<file path="src/rtl/slp_bool_train_ctrl.sv">
// slp_bool_train_ctrl
//   Sequencer for one boolean-input single-layer perceptron neuron. Holds
//   N_IN weights plus a bias (index N_IN) and time-multiplexes one signed
//   accumulator and one weight-update unit across all entries. Per sample it
//   runs a serial inference pass and, when training is enabled and the output
//   disagrees with the target, a serial weight-update pass.
//
// Ports
//   clk       in   clock
//   reset     in   asynchronous active-high reset
//   start     in   begin a sample (accepted only in IDLE)
//   in_vec    in   boolean inputs, latched on an accepted start
//   target    in   desired output, latched on an accepted start
//   train_en  in   enable the update pass, latched on an accepted start
//   w_we      in   host weight write (IDLE only, start has priority)
//   w_addr    in   host write index, indices >= NW are ignored
//   w_wdata   in   host write data
//   busy      out  high in every state except IDLE
//   done      out  one-cycle pulse at the end of a sample
//   y         out  neuron output of the last sample
//   mismatch  out  y != target of the last sample
//   weights   out  flattened register file, entry k at [k*W_PREC +: W_PREC]

// Weight-update rule: when in XNOR error is 1 the weight increments and
// saturates at +max; otherwise it decrements, but only while it is positive.
module slp_calc_bool_weight #(
  parameter int W_PREC = 8
) (
  input  logic              in_i,
  input  logic              error_i,
  input  logic [W_PREC-1:0] weight_i,
  output logic [W_PREC-1:0] weight_o
);

  localparam logic [W_PREC-1:0] WMAX = {1'b0, {(W_PREC-1){1'b1}}};

  always_comb begin
    weight_o = weight_i;
    if (in_i ~^ error_i) begin
      if (weight_i != WMAX) weight_o = weight_i + W_PREC'(1);
    end else if (!weight_i[W_PREC-1] && (weight_i != '0)) begin
      weight_o = weight_i - W_PREC'(1);
    end
  end

endmodule

module slp_bool_train_ctrl #(
  parameter int N_IN   = 8,
  parameter int W_PREC = 8
) (
  input  logic                          clk,
  input  logic                          reset,
  input  logic                          start,
  input  logic [N_IN-1:0]               in_vec,
  input  logic                          target,
  input  logic                          train_en,
  input  logic                          w_we,
  input  logic [$clog2(N_IN+1)-1:0]     w_addr,
  input  logic [W_PREC-1:0]             w_wdata,
  output logic                          busy,
  output logic                          done,
  output logic                          y,
  output logic                          mismatch,
  output logic [(N_IN+1)*W_PREC-1:0]    weights
);

  localparam int NW    = N_IN + 1;
  localparam int AW    = $clog2(NW);
  localparam int ACC_W = W_PREC + $clog2(N_IN + 1) + 1;
  localparam logic [AW-1:0] LAST = AW'(N_IN);

  typedef enum logic [2:0] {
    S_IDLE,
    S_SUM,
    S_JUDGE,
    S_UPDATE,
    S_DONE
  } state_t;

  state_t                   state_q, state_d;
  logic [AW-1:0]            idx_q, idx_d;
  logic signed [ACC_W-1:0]  acc_q, acc_d;
  logic [N_IN-1:0]          x_q, x_d;
  logic                     tgt_q, tgt_d;
  logic                     ten_q, ten_d;
  logic                     y_q, y_d;
  logic                     mis_q, mis_d;
  logic [W_PREC-1:0]        w_q [NW];

  logic                     wr_en;
  logic [AW-1:0]            wr_idx;
  logic [W_PREC-1:0]        wr_data;

  logic [NW-1:0]            x_ext;
  logic                     x_cur;
  logic [W_PREC-1:0]        w_cur;
  logic signed [ACC_W-1:0]  w_sext;
  logic [W_PREC-1:0]        w_upd;
  logic                     addr_ok;
  logic                     y_new;

  // Bias entry sees a constant 1 input.
  assign x_ext   = {1'b1, x_q};
  assign x_cur   = x_ext[idx_q];
  assign w_cur   = w_q[idx_q];
  assign w_sext  = ACC_W'(signed'(w_cur));
  assign addr_ok = ({1'b0, w_addr} < (AW+1)'(NW));

  slp_calc_bool_weight #(.W_PREC(W_PREC)) u_upd (
    .in_i     (x_cur),
    .error_i  (tgt_q),
    .weight_i (w_cur),
    .weight_o (w_upd)
  );

  always_comb begin
    state_d = state_q;
    idx_d   = idx_q;
    acc_d   = acc_q;
    x_d     = x_q;
    tgt_d   = tgt_q;
    ten_d   = ten_q;
    y_d     = y_q;
    mis_d   = mis_q;
    wr_en   = 1'b0;
    wr_idx  = w_addr;
    wr_data = w_wdata;
    y_new   = ~acc_q[ACC_W-1];

    case (state_q)
      S_IDLE: begin
        if (start) begin
          x_d     = in_vec;
          tgt_d   = target;
          ten_d   = train_en;
          acc_d   = '0;
          idx_d   = '0;
          state_d = S_SUM;
        end else if (w_we && addr_ok) begin
          wr_en = 1'b1;
        end
      end
      S_SUM: begin
        // Bipolar input: a 0 bit subtracts the weight instead of skipping it.
        acc_d = x_cur ? (acc_q + w_sext) : (acc_q - w_sext);
        if (idx_q == LAST) state_d = S_JUDGE;
        else               idx_d   = idx_q + AW'(1);
      end
      S_JUDGE: begin
        y_d   = y_new;
        mis_d = (y_new != tgt_q);
        if ((y_new != tgt_q) && ten_q) begin
          idx_d   = '0;
          state_d = S_UPDATE;
        end else begin
          state_d = S_DONE;
        end
      end
      S_UPDATE: begin
        wr_en   = 1'b1;
        wr_idx  = idx_q;
        wr_data = w_upd;
        if (idx_q == LAST) state_d = S_DONE;
        else               idx_d   = idx_q + AW'(1);
      end
      S_DONE: begin
        state_d = S_IDLE;
      end
      default: state_d = S_IDLE;
    endcase
  end

  always_ff @(posedge clk or posedge reset) begin
    if (reset) begin
      state_q <= S_IDLE;
      idx_q   <= '0;
      acc_q   <= '0;
      x_q     <= '0;
      tgt_q   <= 1'b0;
      ten_q   <= 1'b0;
      y_q     <= 1'b0;
      mis_q   <= 1'b0;
    end else begin
      state_q <= state_d;
      idx_q   <= idx_d;
      acc_q   <= acc_d;
      x_q     <= x_d;
      tgt_q   <= tgt_d;
      ten_q   <= ten_d;
      y_q     <= y_d;
      mis_q   <= mis_d;
    end
  end

  always_ff @(posedge clk or posedge reset) begin
    if (reset) begin
      for (int unsigned k = 0; k < NW; k++) w_q[k] <= '0;
    end else if (wr_en) begin
      w_q[wr_idx] <= wr_data;
    end
  end

  always_comb begin
    weights = '0;
    for (int unsigned k = 0; k < NW; k++) weights[k*W_PREC +: W_PREC] = w_q[k];
  end

  assign busy     = (state_q != S_IDLE);
  assign done     = (state_q == S_DONE);
  assign y        = y_q;
  assign mismatch = mis_q;

endmodule

</file>
<file path="config.mk">
export PLATFORM = sky130hd
export DESIGN_NAME = slp_bool_train_ctrl
export DESIGN_NICKNAME = d
export VERILOG_FILES = /design/src/rtl/slp_bool_train_ctrl.sv
export SDC_FILE = /design/constraint.sdc
export NUM_CORES = 1
export LEC_CHECK = 0
export CORE_ASPECT_RATIO = 1.2
export CORE_MARGIN = 2
export CORE_UTILIZATION = 43
export CTS_CLUSTER_DIAMETER = 40
export CTS_CLUSTER_SIZE = 16
export DETAILED_ROUTE_END_ITERATION = 10
export GPL_ROUTABILITY_DRIVEN = 1
export HOLD_SLACK_MARGIN = 0.03
export PLACE_DENSITY = 0.67
export SYNTH_ARGS = -nofsm -noshare
export SYNTH_HDL_FRONTEND = slang
export SYNTH_SLANG_ARGS = --single-unit
export TNS_END_PERCENT = 10
</file>
<file path="constraint.sdc">
create_clock -name clk -period 4.4 [get_ports clk]
set_input_delay 1.32 -clock clk [delete_from_list [all_inputs] [get_ports clk]]
set_output_delay 1.32 -clock clk [all_outputs]
set_load 0.005 [all_outputs]
</file>
==> out/metrics.csv <==
metric,value,unit
dp_hpwl,13.0,mm
via_per_inst,5.70,
fin_nets,766,
drt_iter0_markers,256,
cp_slowest_stage_delay,610,ps
path_class,register to register,
numCtsBuffers,9,
cts-htree-levels,3,
first_pass_iters,5,
finClkSkew,8.19,ps
r2r-start,idx_q[0]$_DFFE_PP0P_,
cap_violations,0,
period_minus_slack,4110,ps
rows,47,
crit_path_start_kind,register,
area_growth,26.0,%
path_clk_slew,70,ps
drive_gt1_share,15.7,%
min_path_type,register to register,
tns,0,ps
ant_nets,0,
clockBufferDepth,2,
cts_root_buffer,clkbuf_16,
final_max_slew_viol_count,0,
synthesis.nets,654,
synth-edff-count,0,
setup.worst_path.start,idx_q[0]$_DFFE_PP0P_,
worst_pin_slew,823,ps
synth-async-reset-ratio,100,%
critical_path.slowest_cell,dfrtp_4,
ys_seq_area_share,42.7,%
post-place-ws,158,ps
grt_pass1_wl,27.4,mm
dieHeight,134,µm
portBuffers,101,
fin_ws,289,ps
min_period_over_period,93.4,%
grt-ovfl-total,0,
synth_cell_types,76,
die_w,113,µm
fin_cells,897,
route.vias.total,5112,
cp.required,4650,ps
max_slew_margin,45.0,%
synth_flop_cell,dfrtp_1,
grt_pass1_vias,5179,
yosysWarnings,0,
post_dp_cell_area,7360,µm²
path_buf_inv,1,
diodes,0,
grt.total_usage,23.0,%
dp_cells,876,
worstPathArrival,4360,ps
fin_area,7680,µm²
nFillCells,1198,
antenna_found_initial,0,
cp_cell_sequence,"buf_4, mux4_2, nor2_1, o21ai_2, nor3_1, nand4_1, ha_1, a21oi_1, ha_1, nand3_1, a21oi_1, a2111o_1, and4_1, o211ai_1, a21bo_1",
rsz0062_at_grt,no,
fmax,0.243,GHz
cp-end-kind,register,
wirelength,17.0,mm
io_pins,102,
tritoncts,built,
cts_sinks,104,
globalplace.congestion,0.892,
ys_ff_latch,104,
wire_per_inst,18.9,µm
syn_inst,609,
syn_area,6100,µm²
hold_viol,0,
grt_start_max_net_pins,56,
avgSynthCellArea,10.0,µm²
path_max_fanout,18,
status,"complete, no violations",
die-area,15200,µm²
coreArea,13800,µm²
crit_family,compound AO/OA/AOI/OAI gates,
drc,0,
start_util,44.1,%
hold_start,acc_q[7]$_DFFE_PP0P_,
clk_latency,360,ps
setup_viol,0,
## synth_stat cells (5+ instances only)
cell | n | area, µm²
dfrtp_1 | 104 | 2600
nand2_1 | 91 | 342
o21ai_0 | 49 | 245
mux2_2 | 35 | 394
nor2_1 | 32 | 120
a21oi_1 | 22 | 110
inv_1 | 20 | 75.1
o21ai_1 | 20 | 100
mux2i_1 | 19 | 190
ha_1 | 18 | 225
clkbuf_1 | 17 | 63.8
nand3_1 | 15 | 75.1
xnor2_1 | 11 | 96.3
mux4_2 | 9 | 203
nand4_1 | 7 | 43.8
nor2b_1 | 7 | 43.8
xor2_1 | 7 | 61.3
a221o_1 | 6 | 60.1
and3_1 | 6 | 37.5
buf_2 | 6 | 30.0
o31ai_1 | 6 | 45.0
nand2b_1 | 5 | 31.3
nor3_1 | 5 | 25.0
o21ai_2 | 5 | 43.8
## through the flow
| stage | util, % | hold slack [ps] |
|---|---|---|
| detailed placement | 53.2 | 493 |
| finish | 55.6 | 503 |
| global route | 55.6 | 515 |
| CTS | 55.3 | 510 |
| global placement | 53.2 | 489 |
| floorplan | - | 456 |
## kinds of logic (layout without fill, tap and decap cells)
kind of cell | count (synthesis) | count (layout) | share of synthesized area [%]
mux | 69 | 69 | 14.2
flops | 104 | 104 | 42.7
simple gates | 198 | 198 | 15.6
xor+xnor | 18 | 18 | 2.59
fa+ha+maj | 19 | 19 | 4.02
compound gates | 151 | 151 | 16.9
buf+inv | 50 | 167 | 3.96
## cells in the final DEF (no fill, tap or decap), drive strengths merged, types with 5 or more instances in the layout
master,instances
a221o,6
dfrtp,104
nand2,91
nand2b,5
inv,25
nor2b,7
a211oi,5
or2,5
and3,6
clkdlybuf4s50,101
nor3,6
xnor2,11
xor2,7
o21ai,74
nand3,16
o31ai,8
nand4,8
mux4,9
mux2i,21
clkbuf,10
ha,18
mux2,39
nor2,34
a21oi,22
buf,29
## flip-flops by register name, indices dropped and copies added (netlist names)
| register | cells |
|---|---|
| mismatch | 1 |
| y | 1 |
| weights | 72 |
| ten_q | 1 |
| x_q | 8 |
| idx_q | 4 |
| acc_q | 13 |
| state_q | 3 |
| tgt_q | 1 |
## final cells by class
class | instances | area (µm²) | area share (%)
clock inverters | 6 | 57.6 | 0.749
clock buffers | 10 | 229 | 2.98
inverters | 21 | 81.3 | 1.06
multi-input cells | 455 | 3250 | 42.3
well taps | 171 | 214 | 2.79
flip-flops and latches | 104 | 2610 | 33.9
repair buffers | 130 | 1240 | 16.2
## per-layer routing
| metal | part of all wire (%) | GRT usage [%] | vias to the layer above |
|---|---|---|---|
| met5 | 0 | 0 | - |
| met4 | 2.1 | 7.66 | 0 |
| met3 | 4.9 | 4.93 | 26 |
| met2 | 50 | 38.8 | 156 |
| met1 | 43 | 29.5 | 2509 |
| li1 | - | - | 2421 |
## worst reg2reg max path, delay by kind of cell, from the launching register on
family / cells / cell delay [ps]
adder cells (fa/ha/maj): 2 / 620
buffers and inverters: 1 / 270
AO/OA/AOI/OAI: 6 / 1120
AND/OR/NAND/NOR: 5 / 880
flip-flops: 1 / 610
multiplexers: 1 / 510
## what timing repair did
action	4_1_cts	5_1_grt
gates resized for setup	0	1
buffers inserted	0	5
setup endpoints to repair	0	2
hold buffers	0	0
## final timing paths
kind                                           end  slack [ps]  cells past startpoint
setup / recovery             acc_q[12]$_DFFE_PP0P_         290                     15
hold / removal                acc_q[7]$_DFFE_PP0P_         500                      2
setup reg to reg             acc_q[12]$_DFFE_PP0P_         290                     15
hold reg to reg               acc_q[7]$_DFFE_PP0P_         500                      2
max in group asynchronous  weights[68]$_DFFE_PP0P_        2260                      3
min in group asynchronous  weights[38]$_DFFE_PP0P_        1430                      2
Power is left out: the tool's default activity adds up to more than one toggle a clock period on the data nets, which glitch-free logic cannot reach.
